[config.mk]
export PLATFORM = sky130hd
export DESIGN_NAME = wavelet_sum_serializer
export DESIGN_NICKNAME = d
export VERILOG_FILES = /design/src/rtl/wavelet_sum_serializer.sv
export SDC_FILE = /design/constraint.sdc
export NUM_CORES = 1
export LEC_CHECK = 0
export CORE_AREA = 2 2 78 136
export CTS_BUF_LIST = sky130_fd_sc_hd__clkbuf_16
export DETAILED_ROUTE_END_ITERATION = 6
export DIE_AREA = 0 0 80 138
export PLACE_DENSITY = 0.92
export SYNTH_ARGS = -nofsm -noshare
export SYNTH_HDL_FRONTEND = slang
export SYNTH_SLANG_ARGS = --single-unit
[constraint.sdc]
create_clock -name clk -period 6.2 [get_ports clk]
set_input_delay 1.24 -clock clk [delete_from_list [all_inputs] [get_ports clk]]
set_output_delay 1.24 -clock clk [all_outputs]
set_load 0.02 [all_outputs]
[src/rtl/wavelet_sum_serializer.sv]
// Captures a packed snapshot of per-filter sums and streams it out word by word over valid/ready.
// Optional build macro SERIALIZER_HEADER_EN prepends a constant 0xA5-pattern sync word to every frame.
module wavelet_sum_serializer #(
    parameter int TOTAL_FILTERS = 3,
    parameter int SUM_BITS      = 32,
    parameter int OUT_BITS      = 8
) (
    input  logic                              clk,
    input  logic                              rst_n,
    input  logic [TOTAL_FILTERS*SUM_BITS-1:0] i_sum,
    input  logic                              i_sum_valid,
    output logic [OUT_BITS-1:0]               o_data,
    output logic                              o_valid,
    input  logic                              i_ready,
    output logic                              o_first,
    output logic                              o_last,
    output logic                              o_overrun
);

    localparam int WORDS_PER_SUM = SUM_BITS / OUT_BITS;
    localparam int DATA_WORDS    = TOTAL_FILTERS * WORDS_PER_SUM;
    localparam int SHADOW_W      = TOTAL_FILTERS * SUM_BITS;
`ifdef SERIALIZER_HEADER_EN
    localparam int HDR_WORDS     = 1;
`else
    localparam int HDR_WORDS     = 0;
`endif
    localparam int FRAME_LEN     = DATA_WORDS + HDR_WORDS;
    localparam int CNT_W         = (FRAME_LEN > 1) ? $clog2(FRAME_LEN) : 1;

    localparam logic [CNT_W-1:0] CNT_ZERO = CNT_W'(0);
    localparam logic [CNT_W-1:0] CNT_ONE  = CNT_W'(1);
    localparam logic [CNT_W-1:0] CNT_LAST = CNT_W'(FRAME_LEN - 1);

    localparam logic [0:0] ST_IDLE = 1'b0;
    localparam logic [0:0] ST_SEND = 1'b1;

`ifdef SERIALIZER_HEADER_EN
    // Sync word: the 0xA5 byte pattern repeated (or truncated) to the output width, LSB aligned.
    function automatic logic [OUT_BITS-1:0] sync_word();
        logic [7:0]          pat;
        logic [OUT_BITS-1:0] w;
        pat = 8'hA5;
        w   = {OUT_BITS{1'b0}};
        for (int i = 0; i < OUT_BITS; i++) begin
            w[i] = pat[i % 8];
        end
        return w;
    endfunction
`endif

    logic [0:0]          state_r;
    logic [0:0]          state_nxt_s;
    logic [CNT_W-1:0]    cnt_r;
    logic [CNT_W-1:0]    cnt_nxt_s;
    logic [SHADOW_W-1:0] shadow_r;
    logic [SHADOW_W-1:0] shadow_nxt_s;
    logic                overrun_r;
    logic                overrun_nxt_s;
    logic                handshake_s;
    logic [OUT_BITS-1:0] data_r;
    logic                valid_r;
    logic                first_r;
    logic                last_r;
    logic [OUT_BITS-1:0] words_s [FRAME_LEN];

    assign handshake_s = (state_r == ST_SEND) && i_ready;

    // Frame sequencing: capture, count handshakes, chain a new snapshot on the final handshake.
    always_comb begin
        state_nxt_s   = state_r;
        cnt_nxt_s     = cnt_r;
        shadow_nxt_s  = shadow_r;
        overrun_nxt_s = overrun_r;
        case (state_r)
            ST_IDLE: begin
                if (i_sum_valid) begin
                    shadow_nxt_s = i_sum;
                    cnt_nxt_s    = CNT_ZERO;
                    state_nxt_s  = ST_SEND;
                end else begin
                    state_nxt_s  = ST_IDLE;
                end
            end
            ST_SEND: begin
                if (handshake_s && (cnt_r == CNT_LAST)) begin
                    cnt_nxt_s = CNT_ZERO;
                    if (i_sum_valid) begin
                        // Strobe on the final handshake is a seamless hand-off, not an overrun.
                        shadow_nxt_s = i_sum;
                        state_nxt_s  = ST_SEND;
                    end else begin
                        state_nxt_s  = ST_IDLE;
                    end
                end else begin
                    if (handshake_s) begin
                        cnt_nxt_s = cnt_r + CNT_ONE;
                    end else begin
                        cnt_nxt_s = cnt_r;
                    end
                    if (i_sum_valid) begin
                        overrun_nxt_s = 1'b1;
                    end else begin
                        overrun_nxt_s = overrun_r;
                    end
                end
            end
            default: begin
                state_nxt_s = ST_IDLE;
                cnt_nxt_s   = CNT_ZERO;
            end
        endcase
    end

    // Word table of the next snapshot: optional header, then filter 0 upward, MS word first.
    always_comb begin
        for (int w = 0; w < FRAME_LEN; w++) begin
            words_s[w] = {OUT_BITS{1'b0}};
        end
`ifdef SERIALIZER_HEADER_EN
        words_s[0] = sync_word();
`endif
        for (int f = 0; f < TOTAL_FILTERS; f++) begin
            for (int j = 0; j < WORDS_PER_SUM; j++) begin
                words_s[HDR_WORDS + f*WORDS_PER_SUM + j] =
                    shadow_nxt_s[SUM_BITS*f + SUM_BITS - OUT_BITS*(j+1) +: OUT_BITS];
            end
        end
    end

    // State, shadow and registered outputs; outputs are computed from next-state so they align with it.
    always_ff @(posedge clk or negedge rst_n) begin
        if (!rst_n) begin
            state_r   <= ST_IDLE;
            cnt_r     <= CNT_ZERO;
            shadow_r  <= {SHADOW_W{1'b0}};
            overrun_r <= 1'b0;
            data_r    <= {OUT_BITS{1'b0}};
            valid_r   <= 1'b0;
            first_r   <= 1'b0;
            last_r    <= 1'b0;
        end else begin
            state_r   <= state_nxt_s;
            cnt_r     <= cnt_nxt_s;
            shadow_r  <= shadow_nxt_s;
            overrun_r <= overrun_nxt_s;
            valid_r   <= (state_nxt_s == ST_SEND);
            first_r   <= (state_nxt_s == ST_SEND) && (cnt_nxt_s == CNT_ZERO);
            last_r    <= (state_nxt_s == ST_SEND) && (cnt_nxt_s == CNT_LAST);
            if (state_nxt_s == ST_SEND) begin
                data_r <= words_s[cnt_nxt_s];
            end else begin
                data_r <= {OUT_BITS{1'b0}};
            end
        end
    end

    assign o_data    = data_r;
    assign o_valid   = valid_r;
    assign o_first   = first_r;
    assign o_last    = last_r;
    assign o_overrun = overrun_r;

endmodule

Word level (Yosys, flattened, before mapping)
Cells that the tools add are included.
- flip-flop bits (word level): 112
- output and inout port bits: 12
- word-level logic and storage cells: 34
- equal/unequal tests: 2
- muxes and demuxes: 14
- bitwise logic cells: 3
- order comparisons: 1
- $add $sub $neg: 1
- reductions and logical operators: 6
- operators with widths (kind ; number):
    two-way mux 96 bit ; 2
    case mux 96 bit (2 select lines) ; 1
    binary-select mux 8 bit (select 4 bit) ; 1
    two-way mux 8 bit ; 3
    two-way mux 4 bit ; 3
    == test 4 bit (second input constant) ; 2
    case mux 4 bit (2 select lines) ; 1
    greater-or-equal comparator 5 bit (second input constant) ; 1
    NOT 4 -> 5 bit ; 1
    adder 4 x 1 -> 4 bit (second input constant) ; 1
    logical AND 1 bit ; 4
    zero test 4 bit ; 1
    AND reduction 3 bit ; 1
    two-way mux 1 bit ; 2
    NOT 1 bit ; 2
    case mux 1 bit (2 select lines) ; 1

Longest topological paths before layout
- depth after elaboration: 9
- gate-level depth with buffers: 11
- depth with buffers taken out: 8

Worst setup path before layout
Ideal clock, no wire load.
- path type: input to register
- start: in i_ready
- end: reg data_r[2], in the netlist o_data[2]
- path slack: 3.315 ns
- data required time: 6.069 ns
- arrival time: 2.754 ns
- stages on the path: 8
- cell sequence: buf_4 -> and3b_2 -> o41a_4 -> inv_6 -> buf_12 -> mux2_2 -> a22oi_1 -> nand3_1
- word-level cells in the longest chain between the ends: 9
- ends and longest elaborated chain (element ; RTL line ; source):
    start, declared ; 14 ; input logic i_ready,
    logical AND 1 bit * ; 67 ; assign handshake_s = (state_r == ST_SEND) && i_ready;
    two-way mux 4 bit or logical AND 1 bit (tied branches) ; 96, 86 ;
    two-way mux 4 bit ; 86 ; if (handshake_s && (cnt_r == CNT_LAST)) begin
    case mux 4 bit (2 select lines) ; 75 ; case (state_r)
    NOT 4 -> 5 bit (implied by the code) ; 151 ; data_r <= words_s[cnt_nxt_s];
    binary-select mux 8 bit (select 4 bit) ; 151 ;
    two-way mux 8 bit (implied by the code) (2 in series) ; 151 ;
    two-way mux 8 bit * ; 150 ; if (state_nxt_s == ST_SEND) begin
    end signal, assigned ; 138 ; data_r <= {OUT_BITS{1'b0}};
    end signal, assigned ; 151 ;
    end signal, assigned ; 153 ; data_r <= {OUT_BITS{1'b0}};
    end, declared ; 61 ; logic [OUT_BITS-1:0] data_r;
Every way passes the cells marked *; elsewhere a longest branch is shown, timed or not. The select of a mux whose other input is x is not followed.
A chain may end at the register's enable or synchronous reset.

Worst setup path in the final report
- start: in i_ready
- end: reg data_r[4], in the netlist o_data[4]
The elaborated chain is that of the path after synthesis.

==> results by stage <==
Clock tree:
- Clock latency on the worst-skew pair, taken at its later pin, is 0.35 ns.
- TritonCTS built the clock tree.
- Gates resized during post-CTS repair numbered 0.
- The number of buffers created by CTS is 9.
- The clock-pin slew of the registers on the worst-case setup and hold paths is about 0.070 ns.
- The H-tree depth reported by CTS is 3.
- The number of hold buffers added after CTS is 0.
- After clock tree synthesis, the setup repair step added 0 buffers.
- Counting every sink on the clock net gives approximately 110.
- The deepest clock path buffer count is 2.
- In this run the clock root is driven by a sky130_fd_sc_hd__clkbuf_16.

Worst setup path:
- Tracing the worst setup path back leads to its startpoint at i_ready.
- Among all stages on the critical path, the largest delay is contributed by sky130_fd_sc_hd__a22oi_4.
- Walking the worst path, the cells encountered are clkdlybuf4s50_1 > mux2i_1 > a22oi_4 > buf_4 > mux2i_1 > mux2i_1 > o21ai_0 > nand3_1.
- The launch instance of the worst register-to-register path is cnt_r[0].
- The path type of the worst setup path is input pin to flop.
- Along the worst path, the maximum fanout reaches 27.
- The critical path endpoint category is a flop.
- Counting both buffers and inverters, the worst setup path holds a total of 2.
- Setup slack on the worst reg-to-reg path comes out at approximately 3 ns.
- The worst flop-to-flop path endpoint is o_data[4].
- The family with the most delay on the worst path is compound AO/OA/AOI/OAI gates.
- For this run, the slowest stage of the critical path takes 0.92 ns.
- The endpoint arrival time on the critical path is between 4 and 5 ns.
- The critical path data required time is 6.41 ns.
- The count of cells along the worst register-to-register path is 8.
- STA classifies the critical path startpoint as an input pin.
- By instance count, the cell type seen most on the critical path is sky130_fd_sc_hd__mux2i_1.
- The depth of the critical timing path with buffers and inverters included is 8.
- The most critical setup path has its endpoint at o_data[4].

STA:
- Between clock sinks in the finished design, the worst skew comes to about 0.0097 ns.
- Setup repair after global routing left no endpoint under its margin.
- The setup TNS is 0 ns.
- The routed design could run at a clock period as short as 3.88 ns.
- The relative max-transition margin is 27.6%.
- The number of max-slew violations in the final report is 0.
- The setup violation total in the final timing report is 0.
- The tightest hold path in the finished design has a slack of 0.475 ns.
- At the pin with the least slew margin, the transition time is 1.09 ns.
- Timing would allow up to 0.258 GHz.
- Of the available clock period, the critical path in the final layout requires 62.6%.
- The number of hold-slack violations in the final timing report is 0.

Pwr:
- The sequential cell fraction of total power is around two fifths.
- The net switching power of the design is around 0.0012 W.
- The worst-case IR drop observed on VDD is between 0.2 and 0.25 mV.
- The internal cell power is 0.00197 W.
- The portion of total power attributed to the clock network is 17.0%.
- For this design the ratio of total power to cell area is approximately 460 nW/µm².
- In this run the static leakage power is 3.25 nW.
- Combinational logic is responsible for between 40% and 50% of the overall power.
- In this run switching power makes up 36.9% of total power.

Yosys:
- The fraction of post-synthesis cell area in the top cell type by area is between 50% and 60%.
- Yosys attributes the largest share of cell area to sky130_fd_sc_hd__dfrtp_1, sky130_fd_sc_hd__nand2_1, sky130_fd_sc_hd__mux2_2.
- When the netlist entered floorplanning its net count stood at around 630.
- Of the synthesized area, sequential elements account for 52.1%.
- sky130_fd_sc_hd__nand2_1 is the most common cell in the netlist.
- The number of flops mapped to enable cells by yosys is 0.
- By count the netlist is led by sky130_fd_sc_hd__nand2_1, sky130_fd_sc_hd__dfrtp_1, sky130_fd_sc_hd__mux2_2, sky130_fd_sc_hd__mux2i_1, sky130_fd_sc_hd__o21ai_0.
- The synthesized netlist occupies a cell area of ~5400 µm².
- After synthesis, the share of flip-flops with an asynchronous set or reset is 100%.
- The synthesis warning total is 0.
- The biggest area contributor in the post-synthesis netlist is sky130_fd_sc_hd__dfrtp_1.
- In the synthesized netlist the dominant register cell turns out to be sky130_fd_sc_hd__dfrtp_1.
- The mean instance size in the synthesized netlist is 10.2 µm².
- The count of unique library cells instantiated by Yosys is 46.
- The post-synthesis cell count is 528.
- The synthesized design contains 112 register bits.

Detailed routing:
- The final antenna-violating net count is 0.
- In the routed layout, each cell is associated on average with a via count of roughly 5.6.
- The starting DRC count in detailed routing is 370.
- In the final routed layout, each cell accounts on average for 17.2 µm.
- The total wire length after detailed routing is 13.0 mm.
- The first-pass iteration count of the detailed router is 5.
- The overall via count from detail_route is 4211.
- The total DRC errors in the routed layout is 0.

Global route:
- The first-pass GRT wire length is 21.0 mm.
- The global routing usage summed across all routing layers is 24.5%.
- The number of global-route vias before repair was 4400.
- The initial antenna violation count is 0.
- Entering global routing, the biggest net connects 74 pins.
- After global routing the overflow that remains totals 0.

Hold path:
- The class of the tightest hold or removal check is flop to flop.

Die:
- The placement row count is approximately 50.
- The region available for standard cell placement spans about 10000 µm².
- The floorplan step defined a die boundary enclosing 11000 µm².
- From bottom edge to top edge, the die measures 138 µm.
- The width of the chip is 80 µm.
- The initial core utilization is between 50 and 60%.
- The number of top-level design ports is about 110.

Placed design:
- The routability congestion estimate from global placement is around 1.0.
- Port buffering added 111 buffers.
- The half-perimeter wire length after placement is 9.42 mm.
- Once placement completed, the tool counted placed cells totaling 740.

Flow run:
- The number of maximum-capacitance violations is 0.

Layout:
- The final non-filler cell total is 755.
- The post-synthesis to final-layout area growth is 25.4%.
- The post-layout net count is 725.
- Fill cells in the final layout number 775.
- In the final layout, the share of cells above drive strength 1 is a little over an eighth.
- The count of antenna diodes in the layout is 0.

Run status:
- The flow ran to the end, and the final reports show no timing, DRC or antenna violations.
-- cells by family (layout without fill, tap and decap cells) --
group / Yosys count / count (layout) / synth area share, %
simple gates: 239 / 239 / 18.4
flops: 112 / 112 / 52.1
mux: 85 / 85 / 17.2
compound gates: 53 / 53 / 6.77
buf+inv: 35 / 135 / 4.72
xor+xnor: 3 / 3 / 0.489
fa+ha+maj: 1 / 1 / 0.233
-- routing by layer --
layer	wire, µm	vias to the layer above	track usage (%)
li1	-	1958	-
met1	4850	2026	29.2
met2	6770	179	40.8
met3	687	48	4.11
met4	682	0	14.1
met5	0	-	0
-- worst reg2reg max path, cell delays in order (launching register included) --
cell and delay (ns):
sky130_fd_sc_hd__dfrtp_1 0.53, sky130_fd_sc_hd__ha_1 0.41, sky130_fd_sc_hd__nand4b_4 0.19, sky130_fd_sc_hd__a21boi_4 0.20, sky130_fd_sc_hd__buf_4 0.59, sky130_fd_sc_hd__mux2_2 0.46
sky130_fd_sc_hd__mux2_2 0.29, sky130_fd_sc_hd__a22oi_1 0.26, sky130_fd_sc_hd__nand3_1 0.12
-- flip-flops by register name, summed over array words and instances (netlist names) --
name	cells
cnt_r	4
o_data	8
o_first	1
o_last	1
o_overrun	1
o_valid	1
shadow_r	96
-- layout by cell type (no fill, tap or decap), types with 2 or more instances in the layout --
cell / Yosys / routed
sky130_fd_sc_hd__nand2_1: 205 / 205
sky130_fd_sc_hd__dfrtp_1: 112 / 112
sky130_fd_sc_hd__clkdlybuf4s50_1: 0 / 110
sky130_fd_sc_hd__mux2_2: 44 / 44
sky130_fd_sc_hd__mux2i_1: 37 / 37
sky130_fd_sc_hd__o21ai_0: 22 / 21
sky130_fd_sc_hd__a22oi_1: 14 / 14
sky130_fd_sc_hd__nand3_1: 11 / 11
sky130_fd_sc_hd__clkbuf_16: 0 / 9
sky130_fd_sc_hd__nor2_1: 8 / 8
sky130_fd_sc_hd__buf_4: 7 / 6
sky130_fd_sc_hd__mux2_4: 4 / 4
sky130_fd_sc_hd__inv_1: 3 / 3
sky130_fd_sc_hd__nand4_1: 3 / 3
sky130_fd_sc_hd__clkinv_4: 0 / 3
sky130_fd_sc_hd__a21o_1: 2 / 2
sky130_fd_sc_hd__nor3_1: 2 / 2
sky130_fd_sc_hd__a21oi_1: 2 / 2
sky130_fd_sc_hd__inv_6: 1 / 2
sky130_fd_sc_hd__a32oi_1: 2 / 2
sky130_fd_sc_hd__xor2_1: 2 / 2
sky130_fd_sc_hd__a31oi_1: 2 / 2
sky130_fd_sc_hd__clkinv_2: 0 / 2
-- power groups by stage --
stage                     clock, W  sequential, W  combinational, W
final                     0.000530        0.00129           0.00130
after detailed placement         0        0.00130           0.00128
after CTS                 0.000539        0.00128           0.00130
after floorplan                  0        0.00124          0.000967
after global routing      0.000570        0.00132           0.00143
after global placement           0        0.00127           0.00122
-- stage by stage --
step | instance area (µm²) | utilization (%) | total power, W | setup WS [ns]
CTS | 6740 | 67.0 | 0.00312 | 2.34
global route | 6740 | 67.0 | 0.00333 | 2.11
finish | 6740 | 67.0 | 0.00312 | 2.32
detailed placement | 6470 | 64.3 | 0.00258 | 1.99
global placement | 6470 | 64.3 | 0.00250 | 2.11
floorplan | 5380 | - | 0.00221 | 3.32
-- final cells by class --
class | instances | area (µm²) | share of cell area [%]
clock inverters | 6 | 45.0 | 0.668
clock buffers | 9 | 225 | 3.34
repair buffers | 116 | 1150 | 17.0
multi-input cells | 381 | 2340 | 34.8
flip-flops and latches | 112 | 2800 | 41.6
inverters | 4 | 20.0 | 0.297
well taps | 127 | 159 | 2.36
-- worst min path at each step --
stage                 start            to  slack (ns)  cells after the start
2_1_floorplan  shadow_r[32]  shadow_r[32]        0.44                      2
3_3_place_gp      o_overrun     o_overrun        0.45                      1
3_5_place_dp   shadow_r[38]  shadow_r[38]        0.46                      2
4_1_cts           o_overrun     o_overrun        0.48                      1
5_1_grt           o_overrun     o_overrun        0.50                      1
6_report          o_overrun     o_overrun        0.48                      1
Note: power is estimated with default switching activity, not from simulation.
==> edit: new RTL, same flow settings <==
`SUM_BITS`: 32 -> 64.
--- a/src/rtl/wavelet_sum_serializer.sv
+++ b/src/rtl/wavelet_sum_serializer.sv
@@ -4,3 +4,3 @@
     parameter int TOTAL_FILTERS = 3,
-    parameter int SUM_BITS      = 32,
+    parameter int SUM_BITS      = 64,
     parameter int OUT_BITS      = 8
Interface: changed (resized i_sum); port bits go from 112 to 208. The function was not compared with the original's and may differ.
==> edit against the original RTL <==
- the flow now stops in global placement without I/O (3_1_place_gp_skip_io)
- area after synthesis up 81%
==> edit: results (changes against the original RTL) <==
| Metric | Value |
|---|---|
| First Error | [ERROR GPL-0301] Utilization 106.081 % exceeds 100%. |
| Most common library cells after synthesis | nand2_1, dfrtp_1, mux2_2, mux2i_1, clkbuf_1 (was nand2_1, dfrtp_1, mux2_2, mux2i_1, o21ai_0) |
| Main area contributors after synthesis | dfrtp_1, nand2_1, mux2_2, mux2i_1, mux2_1 (was dfrtp_1, nand2_1, mux2_2, mux2i_1, o21ai_0) |
| Sequential fraction of the synthesis area | 0.536 (was 0.521) |
| Yosys warns | 0 (unchanged) |
| Primary FF master, synth | dfrtp_1 (unchanged) |
| Asr flop ratio synth | 1.00 (unchanged) |
| Failing step | global placement without I/O (3_1_place_gp_skip_io) |
| Gate Count Post-Synth | 1006 (was 528) |
| Synthesized Nets | 1203 (was 629) |
| Distinct cells, synth | 59 (was 46) |
| Synth Register Bits | 209 (was 112) |
| Run status | did not finish (was finished, final reports clean) |
| Mapped Avg Cell Area | 9.70 sq um (was 10.2 sq um) |
## edit: cells by family after synthesis
family,count (synthesis),share of synthesized area
multiplexers,114,0.127
buffers and inverters,68,0.0349
AND/OR/NAND/NOR,490,0.205
AO/OA/AOI/OAI,124,0.0957
flip-flops,209,0.536
adder cells (fa/ha/maj),1,0.00128
